===== src/rtl/efc_token_scheduler.sv =====
// efc_token_scheduler
//   Maximal-step firing scheduler for a three-FSM token net. Each step
//   evaluates the enabled transitions, pulses their strobes for one cycle,
//   then checks that the FSMs report the expected post-step marking.
//   The hidden FSM2 places p3/p5 are shadowed internally as pend3/pend5.
//
// Ports
//   clk, reset        clock, synchronous active-high reset
//   run               level enable for issuing firing steps
//   choice_sel        t0/t1 choice when CHOICE_MODE=1 (0 -> t0, 1 -> t1)
//   f1_p*/f2_p*/f3_p* observed place indicators of FSM1/FSM2/FSM3
//   t0_ .. t6_        one-cycle transition fire strobes
//   loop_count        completed, checked t6 firings (wraps)
//   busy              high in EVAL/FIRE/CHECK
//   err_marking       sticky post-step marking mismatch
//   err_deadlock      sticky watchdog expiry
module efc_token_scheduler #(
  parameter int unsigned CHOICE_MODE = 0,
  parameter int unsigned WDOG_CYCLES = 64
) (
  input  logic        clk,
  input  logic        reset,
  input  logic        run,
  input  logic        choice_sel,
  input  logic        f1_p0,
  input  logic        f1_p2,
  input  logic        f1_p4,
  input  logic        f1_p6,
  input  logic        f2_p0,
  input  logic        f2_p7,
  input  logic        f3_p1,
  input  logic        f3_p2,
  input  logic        f3_p4,
  input  logic        f3_p6,
  output logic        t0_,
  output logic        t1_,
  output logic        t2_,
  output logic        t3_,
  output logic        t4_,
  output logic        t5_,
  output logic        t6_,
  output logic [15:0] loop_count,
  output logic        busy,
  output logic        err_marking,
  output logic        err_deadlock
);

  localparam int unsigned WW = $clog2(WDOG_CYCLES + 1);
  localparam logic [WW-1:0] WDOG_LAST = WW'(WDOG_CYCLES - 1);

  typedef enum logic [2:0] {S_IDLE, S_EVAL, S_FIRE, S_CHECK, S_ERR} state_t;

  state_t        state_q, state_d;
  logic [6:0]    strobe_q, strobe_d;
  logic [6:0]    fired_q, fired_d;
  logic [9:0]    exp_q, exp_d;
  logic [WW-1:0] wdog_q, wdog_d;
  logic          alt_q, alt_d;
  logic          pend3_q, pend3_d, pend5_q, pend5_d;
  logic [15:0]   loop_q, loop_d;
  logic          errm_q, errm_d, errd_q, errd_d;

  logic          en01, en2, en3, en4, en5, en6, pick_t1;
  logic [6:0]    fire;
  logic [9:0]    obs, exp_m;
  logic          groups_ok;

  // Observed marking, same bit order as the registered expectation.
  assign obs = {f3_p6, f3_p4, f3_p2, f3_p1, f2_p7, f2_p0, f1_p6, f1_p4, f1_p2, f1_p0};

  assign en01 = f1_p0 & f2_p0 & f3_p1;
  assign en2  = f1_p2 & f3_p2;
  assign en4  = f1_p4 & f3_p4;
  assign en3  = pend3_q;
  assign en5  = pend5_q;
  assign en6  = f1_p6 & f2_p7 & f3_p6 & ~pend3_q & ~pend5_q;

  assign pick_t1 = (CHOICE_MODE == 1) ? choice_sel : alt_q;
  assign fire = {en6, en5, en4, en3, en2, en01 & pick_t1, en01 & ~pick_t1};

  // Post-step marking: tokens consumed by fired inputs, produced on outputs.
  always_comb begin
    exp_m[0] = (f1_p0 & ~(fire[0] | fire[1])) | fire[6];
    exp_m[1] = (f1_p2 & ~fire[2]) | fire[0];
    exp_m[2] = (f1_p4 & ~fire[4]) | fire[1];
    exp_m[3] = (f1_p6 & ~fire[6]) | fire[2] | fire[4];
    exp_m[4] = (f2_p0 & ~(fire[0] | fire[1])) | fire[6];
    exp_m[5] = (f2_p7 & ~fire[6]) | fire[3] | fire[5];
    exp_m[6] = (f3_p1 & ~(fire[0] | fire[1])) | fire[6];
    exp_m[7] = (f3_p2 & ~fire[2]) | fire[0];
    exp_m[8] = (f3_p4 & ~fire[4]) | fire[1];
    exp_m[9] = (f3_p6 & ~fire[6]) | fire[2] | fire[4];
  end

  // FSM2 is one-hot only when its hidden places (pend3/pend5) are included.
  assign groups_ok = $onehot({f1_p0, f1_p2, f1_p4, f1_p6}) &&
                     $onehot({f2_p0, f2_p7, pend3_q, pend5_q}) &&
                     $onehot({f3_p1, f3_p2, f3_p4, f3_p6});

  always_ff @(posedge clk) begin
    if (reset) begin
      state_q  <= S_IDLE;
      strobe_q <= '0;
      fired_q  <= '0;
      exp_q    <= '0;
      wdog_q   <= '0;
      alt_q    <= 1'b0;
      pend3_q  <= 1'b0;
      pend5_q  <= 1'b0;
      loop_q   <= '0;
      errm_q   <= 1'b0;
      errd_q   <= 1'b0;
    end else begin
      state_q  <= state_d;
      strobe_q <= strobe_d;
      fired_q  <= fired_d;
      exp_q    <= exp_d;
      wdog_q   <= wdog_d;
      alt_q    <= alt_d;
      pend3_q  <= pend3_d;
      pend5_q  <= pend5_d;
      loop_q   <= loop_d;
      errm_q   <= errm_d;
      errd_q   <= errd_d;
    end
  end

  always_comb begin
    state_d  = state_q;
    strobe_d = '0;
    fired_d  = fired_q;
    exp_d    = exp_q;
    wdog_d   = wdog_q;
    alt_d    = alt_q;
    pend3_d  = pend3_q;
    pend5_d  = pend5_q;
    loop_d   = loop_q;
    errm_d   = errm_q;
    errd_d   = errd_q;
    unique case (state_q)
      S_IDLE: begin
        if (run) state_d = S_EVAL;
      end
      S_EVAL: begin
        if (!run) begin
          state_d = S_IDLE;
        end else if (|fire) begin
          strobe_d = fire;
          fired_d  = fire;
          exp_d    = exp_m;
          wdog_d   = '0;
          if (en01 && CHOICE_MODE == 0) alt_d = ~alt_q;
          state_d  = S_FIRE;
        end else if (wdog_q == WDOG_LAST) begin
          errd_d  = 1'b1;
          state_d = S_ERR;
        end else begin
          wdog_d = wdog_q + 1'b1;
        end
      end
      S_FIRE: begin
        // Hidden FSM2 places move on the same edge as the FSMs themselves.
        pend3_d = (pend3_q | fired_q[0]) & ~fired_q[3];
        pend5_d = (pend5_q | fired_q[1]) & ~fired_q[5];
        state_d = S_CHECK;
      end
      S_CHECK: begin
        if (obs != exp_q || !groups_ok) begin
          errm_d  = 1'b1;
          state_d = S_ERR;
        end else begin
          if (fired_q[6]) loop_d = loop_q + 16'd1;
          state_d = run ? S_EVAL : S_IDLE;
        end
      end
      S_ERR: begin
        state_d = S_ERR;
      end
      default: state_d = S_IDLE;
    endcase
  end

  assign {t6_, t5_, t4_, t3_, t2_, t1_, t0_} = strobe_q;
  assign loop_count   = loop_q;
  assign busy         = (state_q == S_EVAL) || (state_q == S_FIRE) || (state_q == S_CHECK);
  assign err_marking  = errm_q;
  assign err_deadlock = errd_q;

endmodule

===== config.mk =====
export PLATFORM = sky130hd
export DESIGN_NAME = efc_token_scheduler
export DESIGN_NICKNAME = d
export VERILOG_FILES = /design/src/rtl/efc_token_scheduler.sv
export SDC_FILE = /design/constraint.sdc
export NUM_CORES = 1
export LEC_CHECK = 0
export CELL_PAD_IN_SITES_DETAIL_PLACEMENT = 1
export CELL_PAD_IN_SITES_GLOBAL_PLACEMENT = 1
export CORE_MARGIN = 5
export CORE_UTILIZATION = 44
export DETAILED_ROUTE_END_ITERATION = 7
export GPL_ROUTABILITY_DRIVEN = 1
export PLACE_DENSITY = 0.83
export SLEW_MARGIN = 20
export SYNTH_ARGS = -nofsm -noshare
export SYNTH_HDL_FRONTEND = slang
export SYNTH_SLANG_ARGS = --single-unit

===== constraint.sdc =====
create_clock -name clk -period 11.43 [get_ports clk]
set_clock_uncertainty 0.15 [all_clocks]
set_input_delay 2.8575 -clock clk [delete_from_list [all_inputs] [get_ports clk]]
set_output_delay 2.8575 -clock clk [all_outputs]
set_load 0.01 [all_outputs]

# Word level (Yosys, flattened, before mapping)
# Index checks and enable logic that the tools add are counted.
dict set report word_totals {
  inputBits 14
  reg_bits 55
  out_inout_bits 26
}
dict set report classes {
  muxes 9
  n_reduce_logical 16
  bitwise 51
  add_sub_neg 11
  eq_ne 12
}
# operator count
set ops {}
lappend ops {{1-bit AND} 22}
lappend ops {{16-bit by 1-bit adder with 16-bit output, second input constant} 1}
lappend ops {{1-bit OR} 16}
lappend ops {{3-bit two-way mux} 5}
lappend ops {{3-bit case mux with 5 select lines} 1}
lappend ops {{7-bit two-way mux} 2}
lappend ops {{1-bit NOT} 13}
lappend ops {{1-bit by 1-bit adder with 2-bit output} 6}
lappend ops {{3-bit by 1-bit == test with 1-bit output, second input constant} 4}
lappend ops {{10-bit inequality test} 1}
lappend ops {{2-bit by 2-bit adder with 3-bit output} 3}
lappend ops {{3-bit AND reduction} 3}
lappend ops {{4-bit AND reduction} 2}
lappend ops {{7-bit by 1-bit adder with 7-bit output, second input constant} 1}
lappend ops {{7-bit by 6-bit == test with 1-bit output, second input constant} 1}
lappend ops {{7-bit OR reduction} 1}
lappend ops {{3-bit by 2-bit == test with 1-bit output, second input constant} 2}
lappend ops {{2-bit inequality test, second input constant} 2}
lappend ops {{4-bit inequality test, second input constant} 1}
lappend ops {{2-bit AND reduction} 2}
lappend ops {{4-bit OR reduction} 1}
lappend ops {{3-bit == test, second input constant} 1}
lappend ops {{3-bit logical NOT} 1}
lappend ops {{1-bit logical OR} 3}
lappend ops {{3 further kinds} 4}

# Depth between registers and ports, before layout
dict set report logic_depth {
  depth_word 9
  depth_mapped 12
  depth_no_buf 10
}

# Worst setup path before layout
# Ideal clock, no wire load.
dict set report synth_path {
  kind {in2reg}
  startpoint {input port f2_p0}
  endpoint {register loop_q[10], in the netlist loop_count[10]}
  stages 11
  setup_slack_ns 5.835
  path_buffers 1
  setup_time_ns 0.071
  arrival_time_ns 5.375
  cell_sequence {inv_1 > fa_1 > inv_1 > ha_1 > ha_1 > or3_4 > nor3_2 > nand4_2 > buf_6 > or4_1 > a21oi_1}
}
dict set report synth_between {
  elab_chain_cells 9
  word_cells_on_any_way 10
  cone_classes {add/sub (2); eq/ne (2); bitwise (1); reduce/logical (5)}
}
# item line
set synth_lines {}
lappend synth_lines {{start, declared} 29} ;# input logic f2_p0,
lappend synth_lines {{1-bit by 1-bit adder with 2-bit output (not written as such)} 97} ;# $onehot({f2_p0, f2_p7, pend3_q, pend5_q}) &&
lappend synth_lines {{2-bit by 2-bit adder with 3-bit output (not written as such)} 97}
lappend synth_lines {{3-bit by 1-bit == test with 1-bit output} 97}
lappend synth_lines {{1-bit logical AND} 96} ;# assign groups_ok = $onehot({f1_p0, f1_p2, f1_p4, f1_p6}) &&
lappend synth_lines {{1-bit logical AND} 97}
lappend synth_lines {{1-bit logical NOT} 168} ;# if (obs != exp_q || !groups_ok) begin
lappend synth_lines {{1-bit logical OR (*)} 168}
lappend synth_lines {{1-bit NOT (no source line) (*)} -}
lappend synth_lines {{3-bit AND reduction (no source line) (*)} -}
lappend synth_lines {{end signal, assigned} 122} ;# loop_q <= loop_d;
lappend synth_lines {{end, declared} 60} ;# logic [15:0] loop_q, loop_d;
# Every way passes the cells marked *; elsewhere a longest branch is shown, timed or not.
# A chain may end at the register's enable or synchronous reset.

# Worst setup path in the final report
dict set report layout_path {
  startpoint {input port f2_p0}
  endpoint {register loop_q[5], in the netlist loop_count[5]}
}
# Same word-level chain as after synthesis.

==> insert_results.sql <==
INSERT INTO impl_metrics (metric_group, metric, value, unit) VALUES
('worst_setup_path', 'critPathLaunchType', 'primary input', ''),
('finish', 'mostFrequentLayoutCell', 'dfxtp_1', ''),
('clock_network', 'htree_levels', '2', ''),
('grt', 'grt_remaining_overflow', '0', ''),
('finish', 'area_growth', '19.00', '%'),
('grt', 'number_of_global_route_vias_before_repair', '2488', ''),
('logic_synthesis', 'syn_area', '2686', 'um2'),
('logic_synthesis', 'post_synth_top_flop', 'dfxtp_1', ''),
('worst_setup_path', 'path_class', 'in2reg', ''),
('clock_network', 'insertion_delay_to_the_later_sink_of_the_worst_skew_pair', '0.32', 'ns'),
('worst_hold_path', 'holdPathStages', '1', ''),
('worst_setup_path', 'timing.critical_path.arrival', '6.48', 'ns'),
('logic_synthesis', 'synth.avg_cell_area', '8.610', 'um2'),
('sta', 'hold_violations', '0', ''),
('clock_network', 'number_of_buffers_on_the_longest_clock_path', '2', ''),
('logic_synthesis', 'yosysWarnings', '0', ''),
('sta', 'tightest_slew', '0.8893', 'ns'),
('flow_run', 'max_cap_violations', '0', ''),
('grt', 'grt_antenna_before_repair', '0', ''),
('logic_synthesis', 'synth_async_sr_flop_share', '0', '%'),
('clock_network', 'cts.repair.resized', '0', ''),
('worst_hold_path', 'min-delay-start', 'fired_q[5]', ''),
('grt', 'grt_first_pass_wirelength', '11800', 'um'),
('finish', 'filler_cell_count', '708', ''),
('floorplanning', 'pin_count', '40', ''),
('logic_synthesis', 'post_synth_num_cell_types', '50', ''),
('worst_hold_path', 'worst_hold_path.endpoint', 'en5', ''),
('drt', 'routed-via-count', '2397', ''),
('sta', 'unrepaired_setup_endpoints_after_global_routing', 'false', ''),
('sta', 'timing.final.crit_share', '55.86', '%'),
('power', 'ir_drop', '0.05375', 'mV'),
('logic_synthesis', 'ys_seq_area_share', '39.50', '%'),
('logic_synthesis', 'synth-seq-cells', '53', ''),
('power', 'power-per-cell-area', '109.0', 'nW/um2'),
('sta', 'finalMaxSlewViolations', '0', ''),
('clock_network', 'cts.hold.buffers_added', '0', ''),
('finish', 'post-route-util', '53.99', '%'),
('floorplanning', 'floorplan.core_area', '5921', 'um2'),
('sta', 'post_layout_worst_setup_margin', '5.045', 'ns'),
('drt', 'wl_per_cell', '16.30', 'um'),
('finish', 'finalNetCount', '370', ''),
('finish', 'commonest_non_fill_non_tap_cells_in_the_layout', 'dfxtp_1 (53), clkdlybuf4s50_1 (38), nor2_1 (28), a21oi_1 (23), inv_1 (21)', ''),
('floorplanning', 'number_of_rows_in_the_core_area', '28', ''),
('worst_setup_path', 'cp_top_family', 'simple AND/OR/NAND/NOR gates', ''),
('clock_network', 'post_cts_buffers', '0', ''),
('placement', 'routability_cong', '0.8350', ''),
('worst_setup_path', 'worstPathCellList', 'clkdlybuf4s50_1 -> inv_1 -> fa_1 -> inv_1 -> ha_1 -> ha_1 -> or3_4 -> nor3_2 -> nand4_2 -> or4_1 -> a21oi_1', ''),
('logic_synthesis', 'synth_net_count', '337', ''),
('finish', 'final_area', '3197', 'um2'),
('run_status', 'outcome', 'complete, no violations', ''),
('placement', 'numPortBuffers', '38', ''),
('worst_setup_path', 'required_time_reported_for_the_critical_path_endpoint', '11.53', 'ns'),
('worst_hold_path', 'holdCritPathClass', 'reg2reg', ''),
('floorplanning', 'die-height', '88.14', 'um'),
('worst_setup_path', 'slowest_cell_on_crit_path', 'or4_1', ''),
('drt', 'dr.first_iter.drc_count', '86', ''),
('sta', 'fin_crit', '6.385', 'ns'),
('drt', 'post-route-drc-count', '0', ''),
('clock_network', 'clock_pin_slew_on_the_worst_setup_and_hold_paths', '0.10', 'ns'),
('clock_network', 'clock-sinks', '53', ''),
('sta', 'final_setup_viols', '0', ''),
('drt', 'route.antenna.remaining_nets', '0', ''),
('clock_network', 'cts_buffers', '5', ''),
('logic_synthesis', 'synth-edff-count', '0', ''),
('grt', 'grt_start_max_net_pins', '48', ''),
('worst_setup_path', 'timing.reg2reg.worst_path_depth', '10', ''),
('worst_setup_path', 'reg2reg_setup_slack', '7.86', 'ns'),
('worst_setup_path', 'largest_driver_fanout_on_the_critical_path', '23', ''),
('power', 'power_leakage', '1.224', 'nW'),
('finish', 'post_route_cells_drive_above_1_share', '6.069', '%'),
('sta', 'rel_slew_slack', '40.72', '%');
worst max-delay path by stage:
stage	endpoint	slack (ns)	cells after the start	from
final	loop_count[5]	5.05	11	f2_p0
after global routing	loop_count[13]	4.88	11	f2_p0
after CTS	loop_count[5]	5.05	11	f2_p0
after detailed placement	loop_count[13]	4.71	11	f2_p0
after global placement	loop_count[10]	4.83	11	f2_p0
after floorplan	loop_count[10]	5.83	11	f2_p0
per-stage QoR:
| step | cells | power (W) |
|---|---|---|
| 2_1_floorplan | 312 | 0.0002240 |
| 3_3_place_gp | 413 | 0.0002383 |
| 3_5_place_dp | 413 | 0.0002405 |
| 4_1_cts | 421 | 0.0003515 |
| 5_1_grt | 421 | 0.0003669 |
| 6_report | 421 | 0.0003486 |
synthesized netlist by cell type, types with 7 or more instances:
master	number	share of area, %
nor3_1	10	1.9
nor4_1	10	2.3
nand4_1	7	1.6
a21oi_1	23	4.3
a211oi_1	7	2.0
xor2_1	13	4.2
dfxtp_1	53	39
clkbuf_1	8	1.1
nor2_1	28	3.9
inv_1	21	2.9
or4_1	11	3.1
nand2_1	18	2.5
o31ai_1	8	2.2
ha_1	8	3.7
nor2b_1	8	1.9
nand3_1	8	1.5
o21ai_0	12	2.2
registers in the layout, summed over array words and instances (netlist names):
register and flops:
loop_count 16, state_q 3, en5 1, wdog_q 7
exp_q 10, alt_q 1, err_marking 1, err_deadlock 1
strobe_q 7, en3 1, fired_q 5
area by class of cell:
type,instances,area (um2),share of cell area (%)
well taps,75,93.84,2.935
multi-input cells,225,1485,46.46
repair buffers,39,387.9,12.13
inverters,21,78.83,2.466
clock buffers,5,68.82,2.153
clock inverters,3,21.27,0.6654
flip-flops and latches,53,1061,33.19
report_power, final:
group / total, W / internal [W] / switching (W) / leakage, nW
Clock: 0.000112 / 0.0000437 / 0.0000685 / 0.0445
Sequential: 0.000191 / 0.000188 / 0.00000349 / 0.428
Combinational: 0.0000452 / 0.0000186 / 0.0000266 / 0.751
Total: 0.000349 / 0.000250 / 0.0000986 / 1.22
cells by family after synthesis:
logic type | synth area share (%)
and+or+nand+nor | 26.60
AOI/OAI and AO/OA | 15.79
DFF | 39.50
buffers and inverters | 5.217
xor gates and xnor gates | 4.565
adders and majority gates | 5.962
muxes | 2.375
layer usage:
| layer | vias up | GRT usage [%] | share of wire, % |
|---|---|---|---|
| met3 | 7 | 3.104 | 3.2 |
| met2 | 30 | 33.97 | 49 |
| met5 | - | 0 | 0 |
| li1 | 1196 | - | - |
| met1 | 1164 | 23.64 | 47 |
| met4 | 0 | 4.533 | 1.0 |
worst register-to-register path, delay by kind of cell, from the launching register on:
| kind | cells | cell delay, ns |
|---|---|---|
| and+or+nand+nor | 4 | 1.72 |
| adders and majority gates | 3 | 0.93 |
| DFF | 1 | 0.39 |
| buffers and inverters | 2 | 0.13 |
| AOI/OAI and AO/OA | 1 | 0.16 |
Note: power is estimated with default switching activity, not from simulation.
